**config.mk**
```make
export PLATFORM = sky130hd
export DESIGN_NAME = lr35902_irq_ctrl
export DESIGN_NICKNAME = d
export VERILOG_FILES = /design/src/rtl/lr35902_irq_pkg.sv /design/src/rtl/lr35902_irq_edge.sv /design/src/rtl/lr35902_irq_ctrl.sv
export SDC_FILE = /design/constraint.sdc
export NUM_CORES = 1
export LEC_CHECK = 0
export ABC_AREA = 1
export CAP_MARGIN = 30
export CELL_PAD_IN_SITES_DETAIL_PLACEMENT = 1
export CELL_PAD_IN_SITES_GLOBAL_PLACEMENT = 1
export CORE_MARGIN = 2
export CORE_UTILIZATION = 29
export DETAILED_ROUTE_END_ITERATION = 16
export HOLD_SLACK_MARGIN = 0.12
export PLACE_DENSITY = 0.84
export SYNTH_ARGS = -nofsm -noshare
export SYNTH_HDL_FRONTEND = slang
export SYNTH_SLANG_ARGS = --single-unit
```
**constraint.sdc**
```tcl
create_clock -name clk -period 1.1 [get_ports clk]
set_clock_uncertainty 0.1 [all_clocks]
set_input_delay 0.165 -clock clk [delete_from_list [all_inputs] [get_ports clk]]
set_output_delay 0.165 -clock clk [all_outputs]
set_load 0.02 [all_outputs]
```
**src/rtl/lr35902_irq_pkg.sv**
```systemverilog
// rtl/lr35902_irq_pkg.sv - shared constants and priority helpers for the LR35902 interrupt controller
package lr35902_irq_pkg;

   localparam int NUM_IRQ    = 5;
   localparam int IRQ_VBLANK = 0;
   localparam int IRQ_STAT   = 1;
   localparam int IRQ_TIMER  = 2;
   localparam int IRQ_SERIAL = 3;
   localparam int IRQ_JOYPAD = 4;

   localparam logic [7:0] DEF_IF_ADR   = 8'h0f;
   localparam logic [7:0] DEF_IE_ADR   = 8'hff;
   localparam logic [7:0] DEF_VEC_BASE = 8'h40;

   // Unimplemented upper IF bits read back as ones.
   localparam logic [2:0] IF_PAD = 3'b111;

   typedef logic [NUM_IRQ-1:0] irq_vec_t;

   function automatic logic [2:0] irq_lowest(input irq_vec_t v);
      logic [2:0] idx;
      idx = 3'd0;
      for (int i = NUM_IRQ - 1; i >= 0; i--) begin
         if (v[i]) idx = 3'(i);
      end
      return idx;
   endfunction

   function automatic irq_vec_t irq_onehot(input logic [2:0] idx);
      irq_vec_t m;
      m = '0;
      for (int i = 0; i < NUM_IRQ; i++) begin
         if (idx == 3'(i)) m[i] = 1'b1;
      end
      return m;
   endfunction

endpackage

```
**src/rtl/lr35902_irq_edge.sv**
```systemverilog
// rtl/lr35902_irq_edge.sv - per-source rising-edge detector; LR35902_IRQ_SYNC_EN adds a 2-flop synchronizer
module lr35902_irq_edge (
   input  logic clk,
   input  logic reset,
   input  logic src,
   output logic rise
);

   logic src_s;
   logic prev;

`ifdef LR35902_IRQ_SYNC_EN
   logic [1:0] sync_q;

   always_ff @(posedge clk or negedge reset) begin
      if (!reset) begin
         sync_q <= 2'b00;
      end else begin
         sync_q <= {sync_q[0], src};
      end
   end

   assign src_s = sync_q[1];
`else
   assign src_s = src;
`endif

   // prev resets low so a source already high at reset release counts as an edge.
   always_ff @(posedge clk or negedge reset) begin
      if (!reset) begin
         prev <= 1'b0;
      end else begin
         prev <= src_s;
      end
   end

   assign rise = src_s & ~prev;

endmodule

```
**src/rtl/lr35902_irq_ctrl.sv**
```systemverilog
// rtl/lr35902_irq_ctrl.sv - IF/IE interrupt controller with vector output; LR35902_IRQ_SYNC_EN synchronizes sources
module lr35902_irq_ctrl
   import lr35902_irq_pkg::*;
#(
   parameter logic [7:0] VEC_BASE = DEF_VEC_BASE,
   parameter logic [7:0] IF_ADR   = DEF_IF_ADR,
   parameter logic [7:0] IE_ADR   = DEF_IE_ADR
) (
   input  logic       clk,
   input  logic       reset,
   output logic [7:0] dout,
   input  logic [7:0] din,
   input  logic [7:0] adr,
   input  logic       read,
   input  logic       write,
   input  logic       irq_vblank,
   input  logic       irq_stat,
   input  logic       irq_timer,
   input  logic       irq_serial,
   input  logic       irq_joypad,
   output logic       int_req,
   output logic [7:0] int_vec,
   input  logic       int_ack
);

   irq_vec_t   src;
   irq_vec_t   rise;
   irq_vec_t   if_r;
   irq_vec_t   if_nxt;
   irq_vec_t   pend;
   irq_vec_t   ack_mask;
   logic [7:0] ie_r;
   logic [7:0] rd_data;
   logic [2:0] pend_idx;
   logic       if_wr;
   logic       ie_wr;

   assign src[IRQ_VBLANK] = irq_vblank;
   assign src[IRQ_STAT]   = irq_stat;
   assign src[IRQ_TIMER]  = irq_timer;
   assign src[IRQ_SERIAL] = irq_serial;
   assign src[IRQ_JOYPAD] = irq_joypad;

   for (genvar n = 0; n < NUM_IRQ; n++) begin : g_edge
      lr35902_irq_edge u_edge (
         .clk   (clk),
         .reset (reset),
         .src   (src[n]),
         .rise  (rise[n])
      );
   end

   assign pend     = if_r & ie_r[NUM_IRQ-1:0];
   assign pend_idx = irq_lowest(pend);
   assign int_req  = |pend;
   assign int_vec  = VEC_BASE + {2'b00, pend_idx, 3'b000};

   assign if_wr    = write && (adr == IF_ADR);
   assign ie_wr    = write && (adr == IE_ADR);
   assign ack_mask = (int_ack && int_req) ? irq_onehot(pend_idx) : '0;

   // Edges are ORed in last so a new request is never lost to a write or ack.
   always_comb begin
      if_nxt = if_r;
      if (if_wr) begin
         if_nxt = din[NUM_IRQ-1:0];
      end
      if_nxt = if_nxt & ~ack_mask;
      if_nxt = if_nxt | rise;
   end

   always_comb begin
      rd_data = 8'hff;
      if (adr == IF_ADR) begin
         rd_data = {IF_PAD, if_r};
      end else if (adr == IE_ADR) begin
         rd_data = ie_r;
      end
   end

   always_ff @(posedge clk or negedge reset) begin
      if (!reset) begin
         if_r <= '0;
         ie_r <= 8'h00;
         dout <= 8'hff;
      end else begin
         if_r <= if_nxt;
         if (ie_wr) begin
            ie_r <= din;
         end
         if (read) begin
            dout <= rd_data;
         end
      end
   end

endmodule

```
==> summary.md <==
| Metric | Value |
|---|---|
| Share of the synthesized area in the top cell type | `33.43%` |
| Number of unique standard cell types used by synthesis | `22` |
| Series of cell instances along the critical path | `nand2_2 > nand2_4 > nor3_4 > buf_6` |
| Outcome | `complete, but fails checks` |
| Number of slew-limit violations in the final report | `0` |
| Ys flop type | `sky130_fd_sc_hd__dfrtp_1` |
| Nature of the critical path endpoint | `output port` |
| Hold crit path type | `in2async` |
| Layout cells sized above 1 | `38.75%` |
| Number of global-route vias before repair | `1524` |
| Cell-internal power | `1.718 mW` |
| Clock tree buffer depth | `2` |
| TritonCTS Sinks | `26` |
| Placer's final routability congestion estimate | `0.7599` |
| DP Wirelength | `2860 um` |
| Critical Path AT | `1.22 ns` |
| Required time worst endpoint | `0.83 ns` |
| End of the critical path | `int_vec[5]` |
| Post-route worst setup slack | `-0.3869 ns` |
| Worst setup startpoint | `ie_r[2]` |
| Library cell occupying the most area in the post-synthesis netlist | `sky130_fd_sc_hd__dfrtp_1` |
| # fillers | `532` |
| Reg2reg setup slack | `-0.20 ns` |
| WL final | `4273 um` |
| Final setup viols | `15` |
| Critical path peak fanout | `3` |
| Clock group share of total power | `25.8%` |
| Post-synth design cell area | `1348 um^2` |
| Final Net Count | `267` |
| Clock transition at path regs | `0.10 ns` |
| Post-detailed-route DRC marker count | `0` |
| Net load switching power | `0.7842 mW` |
| Sequential share of power | `44.2%` |
| Synth Warn # | `0` |
| Number of iterations in the first detailed-routing pass | `4` |
| Crit share post-route | `135.2%` |
| Later-pin clock latency in the skew report | `0.28 ns` |
| Syn-to-layout area delta | `57.66%` |
| Cell leakage power | `1.112 nW` |
| Final cell utilization of the core | `48.13%` |
| Sequential cell area fraction in the yosys report | `49.03%` |
| Capture instance of the worst register-to-register path | `if_r[4]` |
| Fraction of registers with async set or reset after synthesis | `100.0%` |
| Total CTS buffers | `3` |
| Average via count per standard cell | `4.723` |
| Post-route antenna net violation count | `0` |
| Floorplan die width | `72.17 um` |
| # placed instances | `282` |
| CTS Root Buffer Type | `sky130_fd_sc_hd__clkbuf_8` |
| Maximum single-stage delay on the critical path | `0.41 ns` |
| I/O Pins | `43` |
| Depth of the worst register-to-register path | `7` |
| Post-synthesis area per instance | `7.613 um^2` |
| Initial antenna violation count | `0` |
| Seq cells post-synth | `26` |
| Category of the worst setup path launch point | `register` |
| Starting DRC count in detailed routing | `55` |
| Fin cells | `292` |
| Total Negative Setup Slacks | `-2.806 ns` |
| EDFF count, synth | `0` |
| Category of the critical setup timing path | `reg2out` |
| Unrepaired setup endpoints after global routing | `true` |
| Maximum operating frequency | `0.6725 GHz` |
| Wire length of the first global-routing pass | `7120 um` |
| Pre-CTS setup slack | `-0.7116 ns` |
| Total routing resource utilization after global routing | `17.56%` |
| Reg-to-reg critical path startpoint | `ie_r[2]` |
| Htree depth | `1` |
| Violations in the final reports | `setup timing` |
| Core footprint | `4414 um^2` |
| Gate power share | `30.0%` |
| Total inserted antenna cells | `0` |
| Via count | `1379` |
| Switching share of power | `31.34%` |
| Final Critical Period | `1.487 ns` |
| Number of cell rows | `24` |
| Total count of hold-check failures in the final report | `0` |
| Slowest CP cell | `sky130_fd_sc_hd__dfrtp_1` |
| CTS tree | `built` |
| Worst supply voltage drop on vdd | `496.9 uV` |
| Fin Hold WS | `0.1348 ns` |
| Number of maximum-capacitance constraint violations | `0` |
| Number of hold buffers added after CTS | `0` |
| Synth area leaders | `sky130_fd_sc_hd__dfrtp_1 33%, sky130_fd_sc_hd__nand2_1 20%, sky130_fd_sc_hd__dfstp_2 16%, sky130_fd_sc_hd__inv_1 7.2%, sky130_fd_sc_hd__nand3_1 5.2%` |
| Die ar. | `5208 um^2` |
| Pin count of the biggest net entering global routing | `27` |
| Per-cell routed wire length | `14.63 um` |
| Starting utilization of the core area | `30.53%` |
| Count of port buffers added during placement | `37` |
| Die Ht | `72.17 um` |
| Mapped Cells | `177` |
| Overflow left after global routing | `0` |
| PwrDens | `1178 nW/um^2` |
[state kept, by name, indices dropped and copies added (netlist names)]
signal and flops:
ie_r 8, if_r 5, dout 8, g_edge.u_edge.prev 5
[layer usage]
layer  vias up  share of wire (%)  global-route usage, %
li1        655                  -                      -
met2        26                 53                  33.03
met3         7                3.6                  2.917
met1       691                 41                  20.19
met4         0                1.7                  5.241
met5         -                  0                      0
[kinds of logic (layout without fill, tap and decap cells)]
family          Yosys count  count (layout)  share of synthesized area [%]
simple gates            101             101                          33.15
buf+inv                  36              96                          12.26
flops                    26              26                          49.02
compound gates           12              12                          5.014
other cells               2               5                         0.5573
[how the worst min path moves through the flow]
stage | startpoint | end
2_1_floorplan | reset | g_edge[0].u_edge.prev
3_3_place_gp | dout[2] | dout[2]
3_5_place_dp | dout[4] | dout[4]
4_1_cts | reset | g_edge[2].u_edge.prev
5_1_grt | reset | g_edge[3].u_edge.prev
6_report | reset | g_edge[2].u_edge.prev
[layout by cell type (no fill, tap or decap)]
cell,count
sky130_fd_sc_hd__inv_4,2
sky130_fd_sc_hd__nand3b_1,1
sky130_fd_sc_hd__clkdlybuf4s50_1,16
sky130_fd_sc_hd__dfrtp_1,18
sky130_fd_sc_hd__a21oi_2,1
sky130_fd_sc_hd__conb_1,5
sky130_fd_sc_hd__nor2_4,3
sky130_fd_sc_hd__buf_6,15
sky130_fd_sc_hd__buf_4,21
sky130_fd_sc_hd__clkbuf_2,4
sky130_fd_sc_hd__inv_2,2
sky130_fd_sc_hd__and2_1,1
sky130_fd_sc_hd__nand3_1,12
sky130_fd_sc_hd__nand2_2,14
sky130_fd_sc_hd__dlygate4sd2_1,3
sky130_fd_sc_hd__nor2_1,1
sky130_fd_sc_hd__buf_2,3
sky130_fd_sc_hd__o21ai_1,2
sky130_fd_sc_hd__nor2_2,2
sky130_fd_sc_hd__o21ai_0,5
sky130_fd_sc_hd__nor3_4,2
sky130_fd_sc_hd__buf_12,2
sky130_fd_sc_hd__nand2_1,55
sky130_fd_sc_hd__dfstp_2,8
sky130_fd_sc_hd__inv_12,1
sky130_fd_sc_hd__o21ai_2,4
sky130_fd_sc_hd__clkbuf_8,4
sky130_fd_sc_hd__nand4_1,5
sky130_fd_sc_hd__nand2_4,3
sky130_fd_sc_hd__nand3_2,2
sky130_fd_sc_hd__inv_1,23
[what timing repair did]
action | CTS | global route
pin swaps | 13 | 15
gates resized for setup | 100 | 22
buffers inserted | 5 | 2
gates cloned | 1 | 0
endpoints found under the setup margin | 33 | 31
[layout make-up]
| class | count | area [um^2] | share of cell area (%) |
|---|---|---|---|
| clock buffers | 4 | 55.05 | 2.591 |
| inverters | 28 | 122.6 | 5.772 |
| multi-input cells | 118 | 633.1 | 29.80 |
| repair buffers | 64 | 588.1 | 27.68 |
| flip-flops and latches | 26 | 660.6 | 31.10 |
| well taps | 52 | 65.06 | 3.062 |
[cells in the mapped netlist (2+ instances only)]
master	number
sky130_fd_sc_hd__buf_4	6
sky130_fd_sc_hd__conb_1	2
sky130_fd_sc_hd__dfrtp_1	18
sky130_fd_sc_hd__dfstp_2	8
sky130_fd_sc_hd__inv_1	26
sky130_fd_sc_hd__inv_2	2
sky130_fd_sc_hd__nand2_1	71
sky130_fd_sc_hd__nand3_1	14
sky130_fd_sc_hd__nand4_1	5
sky130_fd_sc_hd__nor2_1	4
sky130_fd_sc_hd__o21ai_0	9
sky130_fd_sc_hd__o21ai_2	2
[per-stage QoR]
step | total power [mW] | cell area [um^2]
floorplan | 1.428 | 1409
global placement | 1.736 | 1967
detailed placement | 1.759 | 1967
CTS | 2.443 | 2136
global route | 2.623 | 2125
finish | 2.502 | 2125
[worst max-delay path, delay by kind of cell (launching register included)]
family	cells	cell delay, ns
DFF	1	0.41
and+or+nand+nor	3	0.40
buffers and inverters	1	0.14
[power by group through the flow]
stage                     combinational (mW)  sequential (mW)  clock [mW]
after floorplan                        0.295             1.13           0
after global placement                 0.625             1.11           0
after detailed placement               0.646             1.11           0
after CTS                              0.692             1.10       0.646
after global routing                   0.819             1.11       0.691
final                                  0.751             1.11       0.646
(Power assumes the default switching activity.)
